$ cat src/rtl/rr_mux_arbiter.sv
`default_nettype none
// ============================================================================
// Module   : rr_mux_arbiter
// Brief    : 4-way round-robin arbiter with a registered grant and an owner
//            data mux. Optional burst limit: define RR_ARB_BURST_LIMIT_EN.
// Revision : 1.0 - initial release
// ============================================================================
module rr_mux_arbiter #(
  parameter int W         = 1,
  parameter int MAX_BURST = 4
) (
  input  logic         clk,
  input  logic         reset,
  input  logic [3:0]   req,
  input  logic [W-1:0] x0,
  input  logic [W-1:0] x1,
  input  logic [W-1:0] x2,
  input  logic [W-1:0] x3,
  output logic [3:0]   gnt,
  output logic         s1,
  output logic         s0,
  output logic         valid,
  output logic [W-1:0] f
);

  localparam logic [0:0] c_IDLE  = 1'b0;
  localparam logic [0:0] c_GRANT = 1'b1;

  logic [0:0] r_state;
  logic [3:0] r_gnt;
  logic [1:0] r_sel;
  logic       r_valid;
  logic [1:0] r_ptr;

  logic       w_keep;
  logic [3:0] w_cand;
  logic       w_found;
  logic [1:0] w_win;
  logic [1:0] w_idx;

`ifdef RR_ARB_BURST_LIMIT_EN
  localparam int c_CNT_W = (MAX_BURST > 1) ? $clog2(MAX_BURST) : 1;
  localparam logic [c_CNT_W-1:0] c_CNT_LAST = c_CNT_W'(MAX_BURST - 1);

  logic [c_CNT_W-1:0] r_burst_cnt;
  logic               w_burst_done;

  // Counter holds (cycles owned - 1); the last owned cycle forces a rotation.
  assign w_burst_done = (r_burst_cnt >= c_CNT_LAST);
  assign w_keep       = req[r_sel] && !w_burst_done;

  always_ff @(posedge clk or posedge reset) begin
    if (reset) begin
      r_burst_cnt <= '0;
    end else if (r_state == c_GRANT && w_keep) begin
      r_burst_cnt <= r_burst_cnt + 1'b1;
    end else begin
      r_burst_cnt <= '0;
    end
  end
`else
  assign w_keep = req[r_sel];

  // MAX_BURST only matters when the burst limit is compiled in.
  if (MAX_BURST < 1) begin : g_max_burst_unused
  end
`endif

  // While granted, the current owner is excluded from the next arbitration.
  always_comb begin
    w_cand = req;
    if (r_state == c_GRANT) begin
      w_cand = req & ~(4'b0001 << r_sel);
    end
  end

  always_comb begin
    w_found = 1'b0;
    w_win   = r_ptr;
    w_idx   = r_ptr;
    for (int i = 1; i <= 4; i++) begin
      w_idx = r_ptr + 2'(i);
      if (!w_found && w_cand[w_idx]) begin
        w_found = 1'b1;
        w_win   = w_idx;
      end
    end
  end

  always_ff @(posedge clk or posedge reset) begin
    if (reset) begin
      r_state <= c_IDLE;
      r_gnt   <= 4'b0000;
      r_sel   <= 2'd0;
      r_valid <= 1'b0;
      r_ptr   <= 2'd3;
    end else begin
      case (r_state)
        c_IDLE: begin
          if (w_found) begin
            r_state <= c_GRANT;
            r_gnt   <= 4'b0001 << w_win;
            r_sel   <= w_win;
            r_valid <= 1'b1;
            r_ptr   <= w_win;
          end
        end
        c_GRANT: begin
          if (!w_keep) begin
            if (w_found) begin
              r_gnt   <= 4'b0001 << w_win;
              r_sel   <= w_win;
              r_ptr   <= w_win;
            end else begin
              // Select lines keep the last owner while idle.
              r_state <= c_IDLE;
              r_gnt   <= 4'b0000;
              r_valid <= 1'b0;
            end
          end
        end
        default: begin
          r_state <= c_IDLE;
          r_gnt   <= 4'b0000;
          r_valid <= 1'b0;
        end
      endcase
    end
  end

  assign gnt   = r_gnt;
  assign s1    = r_sel[1];
  assign s0    = r_sel[0];
  assign valid = r_valid;

  always_comb begin
    f = '0;
    if (r_valid) begin
      case (r_sel)
        2'd0:    f = x0;
        2'd1:    f = x1;
        2'd2:    f = x2;
        default: f = x3;
      endcase
    end
  end

endmodule
`default_nettype wire

$ cat config.mk
export PLATFORM = sky130hd
export DESIGN_NAME = rr_mux_arbiter
export DESIGN_NICKNAME = d
export VERILOG_FILES = /design/src/rtl/rr_mux_arbiter.sv
export SDC_FILE = /design/constraint.sdc
export NUM_CORES = 1
export LEC_CHECK = 0
export ABC_AREA = 1
export CAP_MARGIN = 20
export CORE_ASPECT_RATIO = 0.9
export CORE_UTILIZATION = 48
export CTS_CLUSTER_SIZE = 25
export DETAILED_ROUTE_END_ITERATION = 12
export PLACE_DENSITY = 0.77
export SLEW_MARGIN = 20
export SYNTH_ARGS = -nofsm -noshare
export SYNTH_HDL_FRONTEND = slang
export SYNTH_SLANG_ARGS = --single-unit
$ cat constraint.sdc
create_clock -name clk -period 2.55 [get_ports clk]
set_input_delay 0.6375 -clock clk [delete_from_list [all_inputs] [get_ports clk]]
set_output_delay 0.6375 -clock clk [all_outputs]
set_load 0.1 [all_outputs]
=== Word level (Yosys, flattened, before mapping) ===
Index checks and enable logic that the tools add are counted.

* Bits in registers: 10
* Bits in latches: 0
* RAM bits: 0
* Memory bits (read-only): 0
* Input bits: 10
* Output and inout port bits: 8
* Logic and storage cells: 70
* Memories: 0

* Add/subtract/negate cells: 3
* Multipliers: 0
* Divide/modulo/power cells: 0
* Magnitude comparators: 5
* Eq/ne operators: 5
* Shifts and indexed selects: 2
* Multiplexer cells: 38
* Bitwise operators: 3
* Reductions and logical operators: 9

{| class="wikitable"
|+ Operators by type and width
! operator !! count
|-
| $mux 2 || 8
|-
| $mux 4 || 4
|-
| $lt 2x3->1 const B || 5
|-
| $mux 1 || 15
|-
| $bmux 1 s2 || 5
|-
| $pmux 2 s2 || 2
|-
| $pmux 4 s2 || 1
|-
| $shl 1x2->4 const A || 2
|-
| $ne 2x2->1 const B || 3
|-
| $add 2x2->2 const B || 2
|-
| $and 4x4->4 || 1
|-
| $not 4->4 || 1
|-
| $pmux 1 s2 || 2
|-
| $logic_and 1x1->1 || 3
|-
| $logic_not 1->1 || 3
|-
| $pmux 1 s3 || 1
|-
| $reduce_and 3->1 || 1
|-
| $add 2x1->2 const B || 1
|-
| $eq 2x1->1 const B || 1
|-
| $eq 2x2->1 const B || 1
|-
| $logic_not 2->1 || 1
|-
| $reduce_and 2->1 || 1
|-
| $not 1->1 || 1
|}

=== Logic depth before layout (Yosys ltp) ===
Gate-level depths: netlist (run 1).

* Word-level depth: 20
* Depth in mapped cells: 13
* Depth with buffers taken out: 13

=== Least setup slack after synthesis (run 1) ===
No wires, ideal clock.

* Path kind: flip-flop to output port
* Start point: register r_sel[0]
* End point: output port f
* Data arrival time: 2.111 ns
* Data required time: 1.913 ns
* Setup slack: -0.198 ns
* Stages on the path, launching flop included: 7
* Buffers on the path: 0
* Cell sequence: dfrtp_1 -> inv_1 -> nor2_1 -> nand2_1 -> nand4_1 -> nand2_1 -> inv_1

* Word-level cells in the longest chain between the ends: 3
* Elaborated cells between the ends (all ways): 5
* Those cells by class: eq/ne: 2; mux: 2; reduce/logical: 1

{| class="wikitable"
|+ Ends and longest elaborated chain
! item !! line !! RTL
|-
| start, declared || 31 || <nowiki>logic [1:0] r_sel;</nowiki>
|-
| start signal, assigned || 103 || <nowiki>r_sel <= w_win;</nowiki>
|-
| start signal, assigned || 112 || <nowiki>r_sel <= w_win;</nowiki>
|-
| $eq 2x2->1 (tied with other cells) || 139 || <nowiki>case (r_sel)</nowiki>
|-
| $pmux 1 s3 (*) || 139 ||
|-
| $mux 1 (*) || 138 || <nowiki>if (r_valid) begin</nowiki>
|-
| end, declared || 23 || <nowiki>output logic [W-1:0] f</nowiki>
|}

Every way passes the cells marked *; elsewhere a longest branch is shown, timed or not.

=== Worst setup path in the final report (run 1) ===
* Start point: input port x1
* End point: output port f

* Word-level cells in the longest chain between the ends: 2

{| class="wikitable"
|+ Ends and longest elaborated chain
! item !! line !! RTL
|-
| start, declared || 16 || <nowiki>input logic [W-1:0] x1,</nowiki>
|-
| $pmux 1 s3 || 139 ||
|-
| $mux 1 || 138 ||
|}

No other way between the ends.

==> results of run 1 <==
registers in the layout (all words and copies together) (netlist names):
name,count
r_ptr,2
gnt,4
valid,1
r_sel,2
r_state,1
cell type report:
cell class	count	area (sq um)	area share
timing repair buffer	17	163	0.163
sequential	10	255	0.256
inverter	13	48.8	0.0489
multi-input combinational	90	467	0.468
tap	22	27.5	0.0276
clock buffer	4	36.3	0.0364
Yosys cell counts, drive strengths merged:
library cell	instances
a22oi	1
buf	3
dfrtp	8
dfstp	2
ha	1
inv	13
nand2	46
nand3	22
nand4	2
nor2	8
nor3b	1
o21ai	7
xnor2	1
xor2	1
metrics by stage:
stage / setup WS (ns) / hold WS (ns)
6_report: 0.370 / 0.483
5_1_grt: 0.268 / 0.508
4_1_cts: 0.363 / 0.489
3_5_place_dp: 0.172 / 0.471
3_3_place_gp: 0.218 / 0.468
2_1_floorplan: 0.136 / 0.476
routing by layer:
layer  vias up  track usage  part of all wire
met5         -            0                 0
met4         0       0.0682             0.013
li1        409            -                 -
met1       360        0.292              0.50
met2         8        0.373              0.46
met3         5       0.0396             0.024
kinds of logic after synthesis:
| family | synth area share |
|---|---|
| xor gates and xnor gates | 0.0220 |
| AOI/OAI and AO/OA | 0.0535 |
| buffers and inverters | 0.0959 |
| DFF | 0.318 |
| and+or+nand+nor | 0.495 |
| adders and majority gates | 0.0157 |
cell usage in the layout (no fill, tap or decap):
cell type        instances
nand3_1                 19
inv_1                   11
o21ai_1                  4
nand2_2                  5
nor3b_4                  1
clkdlybuf4s50_1          9
nand2_4                  2
dfrtp_2                  2
inv_2                    2
nand2_1                 39
o21ai_0                  3
ha_1                     1
nand3_2                  3
nand4_1                  2
buf_4                    7
nor2_2                   3
clkbuf_4                 3
dfstp_2                  2
clkbuf_8                 1
nor2_1                   5
dfrtp_1                  6
buf_12                   1
a22oi_1                  1
xnor2_1                  1
xor2_1                   1
path summary, 6_finish.rpt:
| path | endpoint | start | slack [ns] |
|---|---|---|---|
| setup reg to reg | gnt[2] | r_ptr[0] | 0.52 |
| min in group asynchronous | valid | reset | 0.63 |
| setup / recovery | f | x1 | 0.37 |
| hold / removal | gnt[3] | gnt[3] | 0.48 |
| hold reg to reg | gnt[3] | gnt[3] | 0.48 |
| max in group asynchronous | r_ptr[0] | reset | 1.60 |
worst reg2reg max path, delay by kind of cell, from the launching register on:
kind	cells	cell delay [ns]
fa+ha+maj	1	0.18
flops	1	0.64
xor+xnor	1	0.25
simple gates	9	0.85
==> results.py, run 1 <==
metrics = {
    "outcome": {
        "status": "finished, final reports clean",
    },
    "sta": {
        "period_share": 0.855,
        "rsz0062_at_grt": "false",
        "slew_violations": 0,
        "setup_viol": 0,
        "max_freq_mhz": 459,
        "tns_ns": 0,
        "min_period_ns": 2.18,
        "worst_pin_slew_ns": 0.373,
        "hold_violations": 0,
        "relSlewSlack": 0.751,
        "finClkSkew_ns": 0.00659,
    },
    "layout": {
        "final_util": 0.666,
        "final_nets": 146,
        "antenna_cells": 0,
        "instances_no_fill": 156,
        "postLayoutCellArea_sq_um": 997,
        "drive_gt1_frac": 0.239,
        "n_fill_cell": 156,
        "synthToLayoutAreaGrowth_pct": 25.3,
    },
    "yosys": {
        "postSynthAreaPerCell_sq_um": 6.86,
        "synth_top_area_cell": "dfrtp_1",
        "synth.net_count": 127,
        "netlist_area_sq_um": 796,
        "ys_ff_latch": 10,
        "synthCells": 116,
        "yosysSeqAreaShare": 0.318,
        "yosysWarnings": 0,
        "synth.area.top_cells": "dfrtp_1 (25%), nand2_1 (18%), nand3_1 (12%)",
        "yosysUniqueCellTypes": 21,
        "synth_top_area_share": 0.252,
    },
    "die": {
        "start_util": 0.532,
        "num_rows": 13,
        "core_area_sq_um": 1500,
        "dieArea_sq_um": 1820,
        "dieHeight_microns": 40.6,
        "design.portCount": 18,
        "die_x_microns": 44.9,
    },
    "route": {
        "post_drt_wl_per_cell_microns": 10.9,
        "ant_nets": 0,
        "drt_iter0_drc": 23,
        "first_pass_iters": 4,
        "routed_via_density": 5.01,
        "drc": 0,
        "drt_wl_total_mm": 1.70,
        "via_count": 782,
    },
    "placement": {
        "port_buffers": 17,
        "place.gp.congestion": 0.847,
        "dpl.cell_count": 152,
        "dpl.hpwl_mm": 1.42,
        "placed_area_sq_um": 961,
    },
    "critical_path": {
        "start_kind": "input port",
        "path_class": "in2out",
        "path_common_cell": "nand2_1",
        "r2r_cells": 11,
        "slowest_delay_ns": 0.45,
        "required_ns": 1.91,
        "slowest_stage": "clkdlybuf4s50_1",
        "crit_path_end_kind": "output pin",
        "crit_fanout": 1,
        "cp.arrival_ns": 1.54,
        "cp_cell_sequence": "clkdlybuf4s50_1, nand2_1, nand4_1, nand2_1, inv_1, buf_12",
        "crit_family": "buffers and inverters",
        "crit_cells": 6,
        "crit_buf_inv": 3,
    },
    "global_routing": {
        "grt_pass1_vias": 641,
        "grt.overflow.total": 0,
        "grt_max_degree": 11,
        "track_usage": 0.221,
        "grt_pass1_wl_mm": 2.78,
        "antenna_found_initial": 0,
    },
    "clock_tree": {
        "cts_max_level": 1,
        "root_buffer": "clkbuf_4",
        "post_cts_buffers": 0,
        "cts_resized": 0,
        "clk_pin_slew_ns": 0.06,
        "numCtsBuffers": 3,
        "clk_path_buf_depth": 2,
        "cts_tree": "done",
        "cts_sinks": 10,
        "clk_latency_ns": 0.27,
        "hold_buffers": 0,
    },
    "job": {
        "max-cap-violations": 0,
    },
    "min_path": {
        "hold_path_depth": 2,
        "min_path_type": "reg2reg",
    },
}
Power of run 1 is left out: the tool's default activity adds up to more than one toggle a clock period on the data nets, which glitch-free logic cannot reach.
==> inputs of run 2 (changes only) <==
- CTS_BUF_LIST: unset -> sky130_fd_sc_hd__clkbuf_16
- CTS_CLUSTER_SIZE: 25 -> 12
==> results.py, run 2 (synthesis results as in run 1) <==
metrics = {
    "sta": {
        "max_freq_mhz": 459,
        "tns_ns": 0,
        "slew_violations": 0,
        "setup_viol": 0,
        "relSlewSlack": 0.749,
        "hold_violations": 0,
        "period_share": 0.854,
        "min_period_ns": 2.18,
        "finClkSkew_ns": 0.00222,
        "rsz0062_at_grt": "false",
        "worst_pin_slew_ns": 0.375,
    },
    "clock_tree": {
        "hold_buffers": 0,
        "numCtsBuffers": 3,
        "cts_tree": "done",
        "cts_sinks": 10,
        "post_cts_buffers": 0,
        "clk_pin_slew_ns": 0.04,
        "root_buffer": "clkbuf_16",
        "clk_path_buf_depth": 2,
        "clk_latency_ns": 0.24,
        "cts_resized": 0,
        "cts_max_level": 1,
    },
    "route": {
        "first_pass_iters": 4,
        "drt_wl_total_mm": 1.77,
        "drt_iter0_drc": 29,
        "via_count": 803,
        "drc": 0,
        "ant_nets": 0,
        "wl_met1_microns": 825,
        "maxUsedRoutingLayer": "met4",
        "wl_met2_microns": 823,
        "wl_met3_microns": 84,
        "routed_via_density": 5.15,
        "post_drt_wl_per_cell_microns": 11.3,
    },
    "outcome": {
        "status": "finished, final reports clean",
    },
    "placement": {
        "dpl.hpwl_mm": 1.42,
        "port_buffers": 17,
        "dpl.cell_count": 152,
        "placed_area_sq_um": 961,
        "place.gp.congestion": 0.847,
    },
    "critical_path": {
        "slowest_stage": "clkdlybuf4s50_1",
        "required_ns": 1.91,
        "crit_fanout": 1,
        "path_class": "in2out",
        "crit_family": "buffers and inverters",
        "crit_buf_inv": 3,
        "cp.arrival_ns": 1.54,
        "crit_path_end_kind": "output pin",
        "path_common_cell": "nand2_1",
        "slowest_delay_ns": 0.45,
        "cp_cell_sequence": "clkdlybuf4s50_1, nand2_1, nand4_1, nand2_1, inv_1, buf_12",
        "regToRegStartpoint": "r_ptr[0]",
        "crit_start": "x1",
        "start_kind": "input port",
    },
    "min_path": {
        "min_path_type": "reg2reg",
        "min_from": "gnt[3]",
    },
    "layout": {
        "instances_no_fill": 156,
        "drive_gt1_frac": 0.231,
        "n_fill_cell": 148,
        "postLayoutCellArea_sq_um": 1040,
        "synthToLayoutAreaGrowth_pct": 30.7,
        "final_common_cell": "nand2_1",
        "final_nets": 146,
        "largest_register_ffs": 4,
        "final_cell_mix": "nand2_1 (39), nand3_1 (19), inv_1 (11), clkdlybuf4s50_1 (9), buf_4 (7)",
        "antenna_cells": 0,
    },
    "global_routing": {
        "grt_pass1_vias": 658,
        "grt_pass1_wl_mm": 2.88,
        "grt.overflow.total": 0,
        "track_usage": 0.235,
        "grt_max_degree": 11,
        "antenna_found_initial": 0,
    },
    "die": {
        "dieArea_sq_um": 1820,
        "design.portCount": 18,
        "die_x_microns": 44.9,
        "start_util": 0.532,
        "num_rows": 13,
        "dieHeight_microns": 40.6,
        "core_area_sq_um": 1500,
    },
    "job": {
        "max-cap-violations": 0,
    },
}
run 2: final cells by class:
class | instances | area (sq um) | area share
clock buffer | 3 | 75.1 | 0.0722
clock inverter | 1 | 3.75 | 0.00361
inverter | 13 | 48.8 | 0.0469
multi-input combinational | 90 | 467 | 0.449
sequential | 10 | 255 | 0.245
tap | 22 | 27.5 | 0.0265
timing repair buffer | 17 | 163 | 0.156
run 2: path summary, 6_finish.rpt:
| path | cells past startpoint | end | slack, ns |
|---|---|---|---|
| max | 6 | f | 0.37 |
| min | 2 | gnt[3] | 0.48 |
| max reg2reg | 11 | gnt[0] | 0.50 |
| min reg2reg | 2 | gnt[3] | 0.48 |
| max in group asynchronous | 2 | r_ptr[0] | 1.56 |
| min in group asynchronous | 2 | valid | 0.68 |
run 2: worst min-delay path: cells and delay by family (launching register included):
kind | cells | cell delay (ns)
DFF | 1 | 0.33
and+or+nand+nor | 2 | 0.11
run 2: stage by stage:
stage | hold WS, ns | utilization | setup WS [ns]
floorplan | 0.476 | - | 0.136
global placement | 0.468 | 0.642 | 0.218
detailed placement | 0.471 | 0.642 | 0.172
CTS | 0.482 | 0.695 | 0.363
global route | 0.500 | 0.695 | 0.214
finish | 0.476 | 0.695 | 0.372
run 2: metal layers:
layer	global-route usage	vias to the layer above
met3	0.0661	4
li1	-	411
met1	0.294	370
met2	0.391	18
met5	0	-
met4	0.0909	0
Power of run 2 is left out for the same reason.
